--- src/rtl/button_input_conditioner_pkg.sv ---
// ---------------------------------------------------------------------------
// button_input_conditioner_pkg
//
// Shared definitions for the pushbutton conditioning path:
//   - btn_state_t : one-hot encoding of the per-button debounce/repeat FSM
//   - BTN_*       : bit positions of each board pushbutton in the button bus
// No ports; imported by btn_debounce_fsm and button_input_conditioner.
// ---------------------------------------------------------------------------
package button_input_conditioner_pkg;

  // One-hot state encoding. Each output is a simple OR of state bits.
  typedef enum logic [5:0] {
    INI     = 6'b000001,
    WQ      = 6'b000010,
    SCEN_ST = 6'b000100,
    CCR     = 6'b001000,
    MCEN_ST = 6'b010000,
    WFCR    = 6'b100000
  } btn_state_t;

  // Bit positions of the physical buttons in the N_BTN-wide buses.
  localparam int BTN_C = 0;
  localparam int BTN_L = 1;
  localparam int BTN_R = 2;
  localparam int BTN_U = 3;
  localparam int BTN_D = 4;

endpackage

--- src/rtl/button_input_conditioner_btn_debounce_fsm.sv ---
// ---------------------------------------------------------------------------
// btn_debounce_fsm
//
// One pushbutton: two-flop synchronizer, debounce/auto-repeat FSM and its
// timer. All outputs are a Moore decode of the registered state.
//
// Ports:
//   i_clk     : system clock
//   i_rst     : synchronous active-high reset
//   i_btn_raw : asynchronous raw button level, 1 = pressed
//   o_level   : debounced level
//   o_scen    : one-clock pulse per debounced press
//   o_mcen    : pulse at press, then one every RPT_CNT+1 clocks while held
//   o_ccen    : high every clock from the press until release is detected
// ---------------------------------------------------------------------------
module btn_debounce_fsm
  import button_input_conditioner_pkg::*;
#(
  parameter int DEB_CNT = 1000000,
  parameter int RPT_CNT = 50000000,
  parameter int CNT_W   = 26
) (
  input  logic i_clk,
  input  logic i_rst,
  input  logic i_btn_raw,
  output logic o_level,
  output logic o_scen,
  output logic o_mcen,
  output logic o_ccen
);

  // Terminal counts are compared against the timer directly, so the
  // timer never has to count beyond the larger of the two windows.
  localparam logic [CNT_W-1:0] DEB_LAST = CNT_W'(DEB_CNT - 1);
  localparam logic [CNT_W-1:0] RPT_LAST = CNT_W'(RPT_CNT - 1);
  localparam logic [CNT_W-1:0] CNT_ONE  = CNT_W'(1);

  logic             r_sync1;
  logic             r_sync2;
  logic             w_pb;
  btn_state_t       r_state;
  btn_state_t       w_state_next;
  logic [CNT_W-1:0] r_cnt;
  logic [CNT_W-1:0] w_cnt_next;

  // Two-flop synchronizer bringing the asynchronous button into the clock
  // domain. Cleared on reset so a held button must be re-qualified.
  always_ff @(posedge i_clk) begin
    if (i_rst) begin
      r_sync1 <= 1'b0;
      r_sync2 <= 1'b0;
    end else begin
      r_sync1 <= i_btn_raw;
      r_sync2 <= r_sync1;
    end
  end

  assign w_pb = r_sync2;

  // State and timer registers. Reset drops straight to INI with a cleared
  // timer, even in the middle of a press.
  always_ff @(posedge i_clk) begin
    if (i_rst) begin
      r_state <= INI;
      r_cnt   <= '0;
    end else begin
      r_state <= w_state_next;
      r_cnt   <= w_cnt_next;
    end
  end

  // Next-state and timer logic. The press must stay high for a full
  // debounce window before it is accepted, the repeat timer runs while held,
  // and the release must stay low for a full debounce window before the
  // button is considered idle again. Release is checked before the repeat
  // timer so a release on the expiry clock never produces a repeat pulse.
  // The two pulse states last one clock and ignore the input.
  always_comb begin
    w_state_next = r_state;
    w_cnt_next   = r_cnt;
    unique case (r_state)
      INI: begin
        if (w_pb) begin
          w_state_next = WQ;
          w_cnt_next   = '0;
        end
      end
      WQ: begin
        if (!w_pb) begin
          w_state_next = INI;
        end else if (r_cnt == DEB_LAST) begin
          w_state_next = SCEN_ST;
        end else begin
          w_cnt_next = r_cnt + CNT_ONE;
        end
      end
      SCEN_ST: begin
        w_state_next = CCR;
        w_cnt_next   = '0;
      end
      CCR: begin
        if (!w_pb) begin
          w_state_next = WFCR;
          w_cnt_next   = '0;
        end else if (r_cnt == RPT_LAST) begin
          w_state_next = MCEN_ST;
        end else begin
          w_cnt_next = r_cnt + CNT_ONE;
        end
      end
      MCEN_ST: begin
        w_state_next = CCR;
        w_cnt_next   = '0;
      end
      WFCR: begin
        if (w_pb) begin
          w_state_next = CCR;
          w_cnt_next   = '0;
        end else if (r_cnt == DEB_LAST) begin
          w_state_next = INI;
        end else begin
          w_cnt_next = r_cnt + CNT_ONE;
        end
      end
      default: begin
        w_state_next = INI;
        w_cnt_next   = '0;
      end
    endcase
  end

  // Moore output decode from the registered state only.
  assign o_scen  = (r_state == SCEN_ST);
  assign o_mcen  = (r_state == SCEN_ST) || (r_state == MCEN_ST);
  assign o_ccen  = (r_state == SCEN_ST) || (r_state == CCR) || (r_state == MCEN_ST);
  assign o_level = (r_state == SCEN_ST) || (r_state == CCR) ||
                   (r_state == MCEN_ST) || (r_state == WFCR);

endmodule

--- src/rtl/button_input_conditioner.sv ---
// ---------------------------------------------------------------------------
// button_input_conditioner
//
// Turns the raw board pushbuttons into clean, synchronized, debounced
// controls and single-clock enables for the camera, weapon and enemy
// controllers. Each button has its own independent btn_debounce_fsm.
//
// Ports:
//   i_clk       : system clock (100 MHz)
//   i_rst       : synchronous active-high reset
//   i_btn_raw   : raw button levels, bit 0=C 1=L 2=R 3=U 4=D, 1 = pressed
//   o_btn_level : debounced levels
//   o_btn_scen  : one pulse per debounced press
//   o_btn_mcen  : pulse at press, then every RPT_CNT+1 clocks while held
//   o_btn_ccen  : high every clock from press until release is detected
// ---------------------------------------------------------------------------
module button_input_conditioner
  import button_input_conditioner_pkg::*;
#(
  parameter int N_BTN   = 5,
  parameter int DEB_CNT = 1000000,
  parameter int RPT_CNT = 50000000,
  parameter int CNT_W   = 26
) (
  input  logic             i_clk,
  input  logic             i_rst,
  input  logic [N_BTN-1:0] i_btn_raw,
  output logic [N_BTN-1:0] o_btn_level,
  output logic [N_BTN-1:0] o_btn_scen,
  output logic [N_BTN-1:0] o_btn_mcen,
  output logic [N_BTN-1:0] o_btn_ccen
);

  // Largest value the per-button timer can represent.
  localparam longint CNT_MAX = (longint'(1) << CNT_W) - 1;

  // Reject parameter sets the timer cannot represent, or a repeat period
  // too short to leave room for the pulse state.
  generate
    if (N_BTN < 1) begin : g_bad_n_btn
      $error("button_input_conditioner: N_BTN must be at least 1");
    end
    if (longint'(DEB_CNT) < 1 || longint'(DEB_CNT) > CNT_MAX) begin : g_bad_deb
      $error("button_input_conditioner: DEB_CNT out of range for CNT_W");
    end
    if (longint'(RPT_CNT) < 2 || longint'(RPT_CNT) > CNT_MAX) begin : g_bad_rpt
      $error("button_input_conditioner: RPT_CNT out of range for CNT_W");
    end
  endgenerate

  // One fully independent conditioner per button.
  for (genvar g = 0; g < N_BTN; g++) begin : g_btn
    btn_debounce_fsm #(
      .DEB_CNT(DEB_CNT),
      .RPT_CNT(RPT_CNT),
      .CNT_W  (CNT_W)
    ) u_fsm (
      .i_clk    (i_clk),
      .i_rst    (i_rst),
      .i_btn_raw(i_btn_raw[g]),
      .o_level  (o_btn_level[g]),
      .o_scen   (o_btn_scen[g]),
      .o_mcen   (o_btn_mcen[g]),
      .o_ccen   (o_btn_ccen[g])
    );
  end

endmodule
--- config.mk ---
export PLATFORM = sky130hd
export DESIGN_NAME = button_input_conditioner
export DESIGN_NICKNAME = d
export VERILOG_FILES = /design/src/rtl/button_input_conditioner_pkg.sv /design/src/rtl/button_input_conditioner_btn_debounce_fsm.sv /design/src/rtl/button_input_conditioner.sv
export SDC_FILE = /design/constraint.sdc
export NUM_CORES = 1
export LEC_CHECK = 0
export BUFFER_PORTS_ARGS = -buffer_cell sky130_fd_sc_hd__buf_2
export CAP_MARGIN = 0
export CORE_MARGIN = 5
export CORE_UTILIZATION = 57
export CTS_CLUSTER_SIZE = 24
export DETAILED_ROUTE_END_ITERATION = 16
export PLACE_DENSITY_LB_ADDON = 0.1
export SYNTH_ARGS = -nofsm -noshare
export SYNTH_HDL_FRONTEND = slang
export SYNTH_HIERARCHICAL = 1
export SYNTH_SLANG_ARGS = --single-unit
--- constraint.sdc ---
create_clock -name i_clk -period 2.38 [get_ports i_clk]
set_input_delay 0.476 -clock i_clk [delete_from_list [all_inputs] [get_ports i_clk]]
set_output_delay 0.476 -clock i_clk [all_outputs]
set_load 0.005 [all_outputs]
### After elaboration in Yosys (flattened, before gate mapping)

Index checks and enable logic that the tools add are counted.

* output and inout bits: 20
* bits of input ports: 7
* bits in registers: 170
* logic and storage cells: 205

* add/sub/neg operators: 5
* reductions and logical operators: 35
* equality and inequality tests: 70
* multiplexer cells: 75

Operators with widths (number)
* two-way mux 26 bit: 30
* one-hot mux 26 bit (4 select lines): 5
* two-way mux 6 bit: 35
* one-hot mux 6 bit (5 select lines): 5
* adder 26 x 1 -> 26 bit (second input constant): 5
* == test 26 x 20 -> 1 bit (second input constant): 5
* == test 26 bit (second input constant): 5
* != test 3 bit (second input constant): 15
* == test 6 x 1 -> 1 bit (second input constant): 5
* == test 6 x 2 -> 1 bit (second input constant): 5
* == test 6 x 3 -> 1 bit (second input constant): 5
* == test 6 x 4 -> 1 bit (second input constant): 5
* == test 6 x 5 -> 1 bit (second input constant): 5
* == test 6 bit (second input constant): 5
* logical OR 1 bit: 20
* != test 2 x 1 -> 1 bit (second input constant): 10
* AND reduction 4 bit: 5
* != test 3 x 1 -> 1 bit (second input constant): 5
* AND reduction 3 bit: 5
* OR reduction 2 bit: 5

### Depth between registers and ports, before layout

* depth after elaboration: 4
* depth in mapped cells: 8
* mapped depth without buffers: 7

### Modules after synthesis

Netlist, hierarchy kept.

By module, submodules not included
* btn_debounce_fsm (g_btn[0].u_fsm ...): times used 4, area each 2037.0 um2, cells each 254, seq. area each 680.7 um2
* btn_debounce_fsm (g_btn[4].u_fsm): times used 1, area each 2229.6 um2, cells each 284, seq. area each 680.7 um2

### Worst setup path after synthesis

Ideal clock, no wire load.

* path kind: flip-flop to flip-flop
* from: register g_btn[4].u_fsm.r_cnt[7]
* to: register g_btn[4].u_fsm.r_cnt[22]
* arrival time: 2.288 ns
* path buffers: 3
* setup slack: -0.009 ns
* library setup time: 0.101 ns
* clock period less this slack: 2.389 ns
* data required time: 2.279 ns
* cell stages (with the launch flop): 9
* cell sequence: dfxtp_1 buf_6 or4_4 or2_0 buf_2 or4_4 buf_6 a311o_1 o41ai_1

* cells in the longest elaborated chain, start to end: 4
* elaborated cells on any way between the ends: 11
* classes of those cells: add/sub: 1; eq/ne: 3; mux: 6; reduce/logical: 1

RTL lines
* start: declaration: line button_input_conditioner_btn_debounce_fsm.sv:43 `logic [CNT_W-1:0] r_cnt;`
* start signal: assignment: line button_input_conditioner_btn_debounce_fsm.sv:68 `r_cnt <= w_cnt_next;`
* adder 26 x 1 -> 26 bit or == test 26 x 20 -> 1 bit (tied branches)
* two-way mux 26 bit (on tied branches): line button_input_conditioner_btn_debounce_fsm.sv:91, button_input_conditioner_btn_debounce_fsm.sv:119, button_input_conditioner_btn_debounce_fsm.sv:105
* two-way mux 26 bit (on tied branches): line button_input_conditioner_btn_debounce_fsm.sv:116, button_input_conditioner_btn_debounce_fsm.sv:89, button_input_conditioner_btn_debounce_fsm.sv:102
* one-hot mux 26 bit (4 select lines): line button_input_conditioner_btn_debounce_fsm.sv:81 `unique case (r_state)`

Several ways; a longest one is shown, not always the timed one. The select of a mux whose other input is x is not followed.
A chain may end at the register's enable or synchronous reset.

### Worst setup path in the final report

* from: register g_btn[4].u_fsm.r_cnt[10]
* to: register g_btn[4].u_fsm.r_cnt[22]

Same word-level chain as after synthesis.

==> impl_summary.txt <==
----------------------------------------------------
[Clock tree]
  Sink Count ... 170
  Root Driver ... sky130_fd_sc_hd__clkbuf_16
  Clock Latency Late Sink ... 440 ps
  CTS buffer count ... 17
  CTS Buffer Depth ... 2
  Hold Buf Count CTS ... 0
  Clock tree from TritonCTS ... built
  Reg clk slew, reported paths ... 70 ps
  H-tree levels ... 4

[Setup path]
  Dominant cell type by count on the critical path ... sky130_fd_sc_hd__or4_4
  Count of buffer and inverter cells on the critical path ... 1
  Category of the worst setup path launch point ... register
  Critical-path maximum fanout ... 8
  Chain of cells forming the critical path ... or4_4, or2_1, or4_4, buf_6, a311o_1, o41ai_2
  Worst endpoint required time ... 2720 ps
  Cell type of the slowest stage on the worst timing path ... sky130_fd_sc_hd__or4_4
  CP endpoint kind ... register
  Top Family by Delay on Critical Path ... simple AND/OR/NAND/NOR gates
  Biggest cell delay along the critical path ... 600 ps
  Arr. time, crit path ... 2690 ps
  Type of the worst setup path ... register to register

[Detailed routing]
  Wire length after detailed routing ... 28900 um
  Post-route ant nets ... 0
  Post-DR vias/cell ... 6.53
  Starting DRC count in detailed routing ... 1099
  Detailed-router iteration count before antenna repair ... 5
  DRC violations left ... 0
  Via total after detailed routing ... 10900
  Routed len/inst ... 17.4 um

[Timing]
  Least-Margin Pin Slew ... 765 ps
  Setup violation total in the final timing report ... 0
  RSZ-0062 raised after global routing ... true
  Post-route clock skew ... 10.2 ps
  Final Slew Violations ... 0
  Min Clock Period, post-route ... 2350 ps
  Final worst-path setup slack ... 26.0 ps
  Highest clock rate ... 425 MHz
  Rel. slew slack ... 48.5%
  Fin crit share ... 98.9%
  Hold Violations, Final ... 0

[Placed design]
  Worst slack after detailed placement ... 75.9 ps
  RD Place Congestion ... 0.935
  Number of input and output port buffers inserted ... 26
  Placed Instances ... 1629
  Detailed placer's ending HPWL ... 20600 um

[Job]
  Max-cap viol count ... 0

[Pwr]
  Pwr Density ... 568 nW/um^2
  Total leakage power ... 4.43 nW
  Peak ir drop on the vdd network ... 0.574 mV

[GRT]
  First-pass GRT wire length ... 49000 um
  Total global routing overflow ... 0
  Tot GR Track Use ... 26.8%
  Pin count of the biggest net entering global routing ... 21
  Initial antenna violation count ... 0
  Vias in the first global route ... 9969

[Floorplanning]
  Top-Level Pins ... 27
  Site Rows ... 49
  Overall die width ... 145 um
  Standard cell core area ... 18000 um^2
  Initial Utilization ... 57.8%
  Chip Height ... 145 um
  Die area ... 21000 um^2

[Final layout]
  Number of fillers in the final layout ... 1518
  Share of layout cells above drive strength 1 ... 19.1%
  Non-filler instance count after layout ... 1662
  Antenna fix cells ... 0
  Sequential cell area ... 3410 um^2
  Area of combinational cells with multiple inputs ... 6710 um^2
  Syn-to-layout area delta ... 18.6%
  Number of nets in the layout ... 1432

[Synthesis]
  Mapped Cells ... 1300
  Number of distinct library cells after synthesis ... 72
  Post-synthesis net count ... 1312
  Post-synth ARST share ... 0%
  Post-synth top area cell ... sky130_fd_sc_hd__dfxtp_1
  Flops & latches, synth ... 170
  Most common cell in the netlist ... sky130_fd_sc_hd__dfxtp_1
  Most frequently used flop master after synthesis ... sky130_fd_sc_hd__dfxtp_1
  Seq/Total Area, Yosys ... 32.8%
  Post-synth design cell area ... 10400 um^2
  Count of flip-flops with a built-in enable after synthesis ... 0
  Synthesized area divided by synthesized cell count ... 7.98 um^2
  Synth warnings ... 6
  Most common library cells after synthesis ... 170 x sky130_fd_sc_hd__dfxtp_1, 156 x sky130_fd_sc_hd__nor2_1, 104 x sky130_fd_sc_hd__nand2_1
  Share of the synthesized area in the top cell type ... 32.8%
  Area contributors post-synth ... sky130_fd_sc_hd__dfxtp_1 33%, sky130_fd_sc_hd__nor2_1 5.6%, sky130_fd_sc_hd__nand4_1 4.2%

[Status]
  Result of the run ... finished, final reports clean

[Worst hold path]
  Worst hold-check path type ... input pin to register

----------------------------------------------------
-- final timing paths --
check,from,endpoint,cells after the start,slack (ps)
setup / recovery,g_btn[4].u_fsm/r_cnt[10],g_btn[4].u_fsm/r_cnt[22],6,30
hold / removal,i_btn_raw[1],g_btn[1].u_fsm/r_sync1,2,250
setup reg to reg,g_btn[4].u_fsm/r_cnt[10],g_btn[4].u_fsm/r_cnt[22],6,30
hold reg to reg,g_btn[1].u_fsm/r_sync1,g_btn[1].u_fsm/r_sync2,1,440
-- cell usage in the layout, fill, tap and decap left out, types with 12 or more instances in the layout --
cell | Yosys | routed
sky130_fd_sc_hd__xor2_1 | 42 | 42
sky130_fd_sc_hd__nor4_1 | 27 | 26
sky130_fd_sc_hd__o21ai_0 | 58 | 58
sky130_fd_sc_hd__inv_1 | 24 | 24
sky130_fd_sc_hd__buf_2 | 11 | 26
sky130_fd_sc_hd__a31oi_1 | 26 | 26
sky130_fd_sc_hd__dfxtp_1 | 170 | 168
sky130_fd_sc_hd__clkbuf_16 | 0 | 17
sky130_fd_sc_hd__nor2_1 | 156 | 156
sky130_fd_sc_hd__a21oi_1 | 64 | 64
sky130_fd_sc_hd__nor4_2 | 12 | 12
sky130_fd_sc_hd__o211ai_1 | 17 | 17
sky130_fd_sc_hd__nor2b_1 | 25 | 25
sky130_fd_sc_hd__nor3_1 | 60 | 55
sky130_fd_sc_hd__nand4_1 | 69 | 69
sky130_fd_sc_hd__and4_1 | 35 | 32
sky130_fd_sc_hd__nand2_1 | 104 | 103
sky130_fd_sc_hd__and3_1 | 39 | 38
sky130_fd_sc_hd__o31ai_1 | 13 | 13
sky130_fd_sc_hd__or4_1 | 31 | 30
sky130_fd_sc_hd__a211oi_1 | 20 | 20
sky130_fd_sc_hd__or4b_2 | 12 | 12
sky130_fd_sc_hd__nand3_1 | 55 | 52
sky130_fd_sc_hd__buf_4 | 4 | 131
sky130_fd_sc_hd__nand3b_1 | 13 | 13
-- registers in the layout, indices dropped and copies added, names as in the netlist --
name	cells
g_btn.u_fsm/r_sync2	5
g_btn.u_fsm/r_cnt	130
g_btn.u_fsm/r_state	30
g_btn.u_fsm/r_sync1	5
-- metrics by stage --
| stage | total power, mW | cell area [um^2] | util, % | hold slack [ps] | TNS, ps |
|---|---|---|---|---|---|
| 2_1_floorplan | 3.66 | 10400 | - | 414 | 0 |
| 3_3_place_gp | 4.00 | 11500 | 64.1 | 418 | 0 |
| 3_5_place_dp | 4.01 | 11500 | 64.1 | 427 | 0 |
| 4_1_cts | 7.00 | 12200 | 67.7 | 235 | 0 |
| 5_1_grt | 7.28 | 12300 | 68.5 | 260 | -6.94 |
| 6_report | 6.99 | 12300 | 68.5 | 247 | 0 |
-- cell type report --
class / count / area share, %
clock inverters: 14 / 1.59
repair buffers: 160 / 9.47
clock buffers: 18 / 3.57
inverters: 29 / 0.885
flip-flops and latches: 170 / 27.7
well taps: 229 / 2.33
multi-input cells: 1042 / 54.5
-- cell families (layout without fill, tap and decap cells) --
family / after synthesis / count (layout) / share of synthesized area, %
mux: 9 / 9 / 0.868
compound gates: 266 / 266 / 17.2
flops: 170 / 170 / 32.8
buf+inv: 88 / 221 / 3.89
xor+xnor: 53 / 53 / 4.47
fa+ha+maj: 5 / 5 / 0.603
simple gates: 709 / 709 / 40.2
-- layer usage --
metal / GRT usage [%] / share of wire (%)
met1: 38.4 / 46
met2: 41.5 / 46
met3: 4.05 / 6.8
met4: 8.95 / 1.6
met5: 0 / 0
-- power by group --
group / switching [mW] / internal [mW]
clock: 1.20 / 1.79
sequential: 0.0570 / 2.89
combinational: 0.666 / 0.384
total: 1.93 / 5.07
-- repair_timing --
action                                  CTS  global route
gates resized for setup                   1            30
endpoints found under the setup margin    1            41
buffers inserted                          0             1
pin swaps                                 0             3
(Power assumes the default switching activity.)
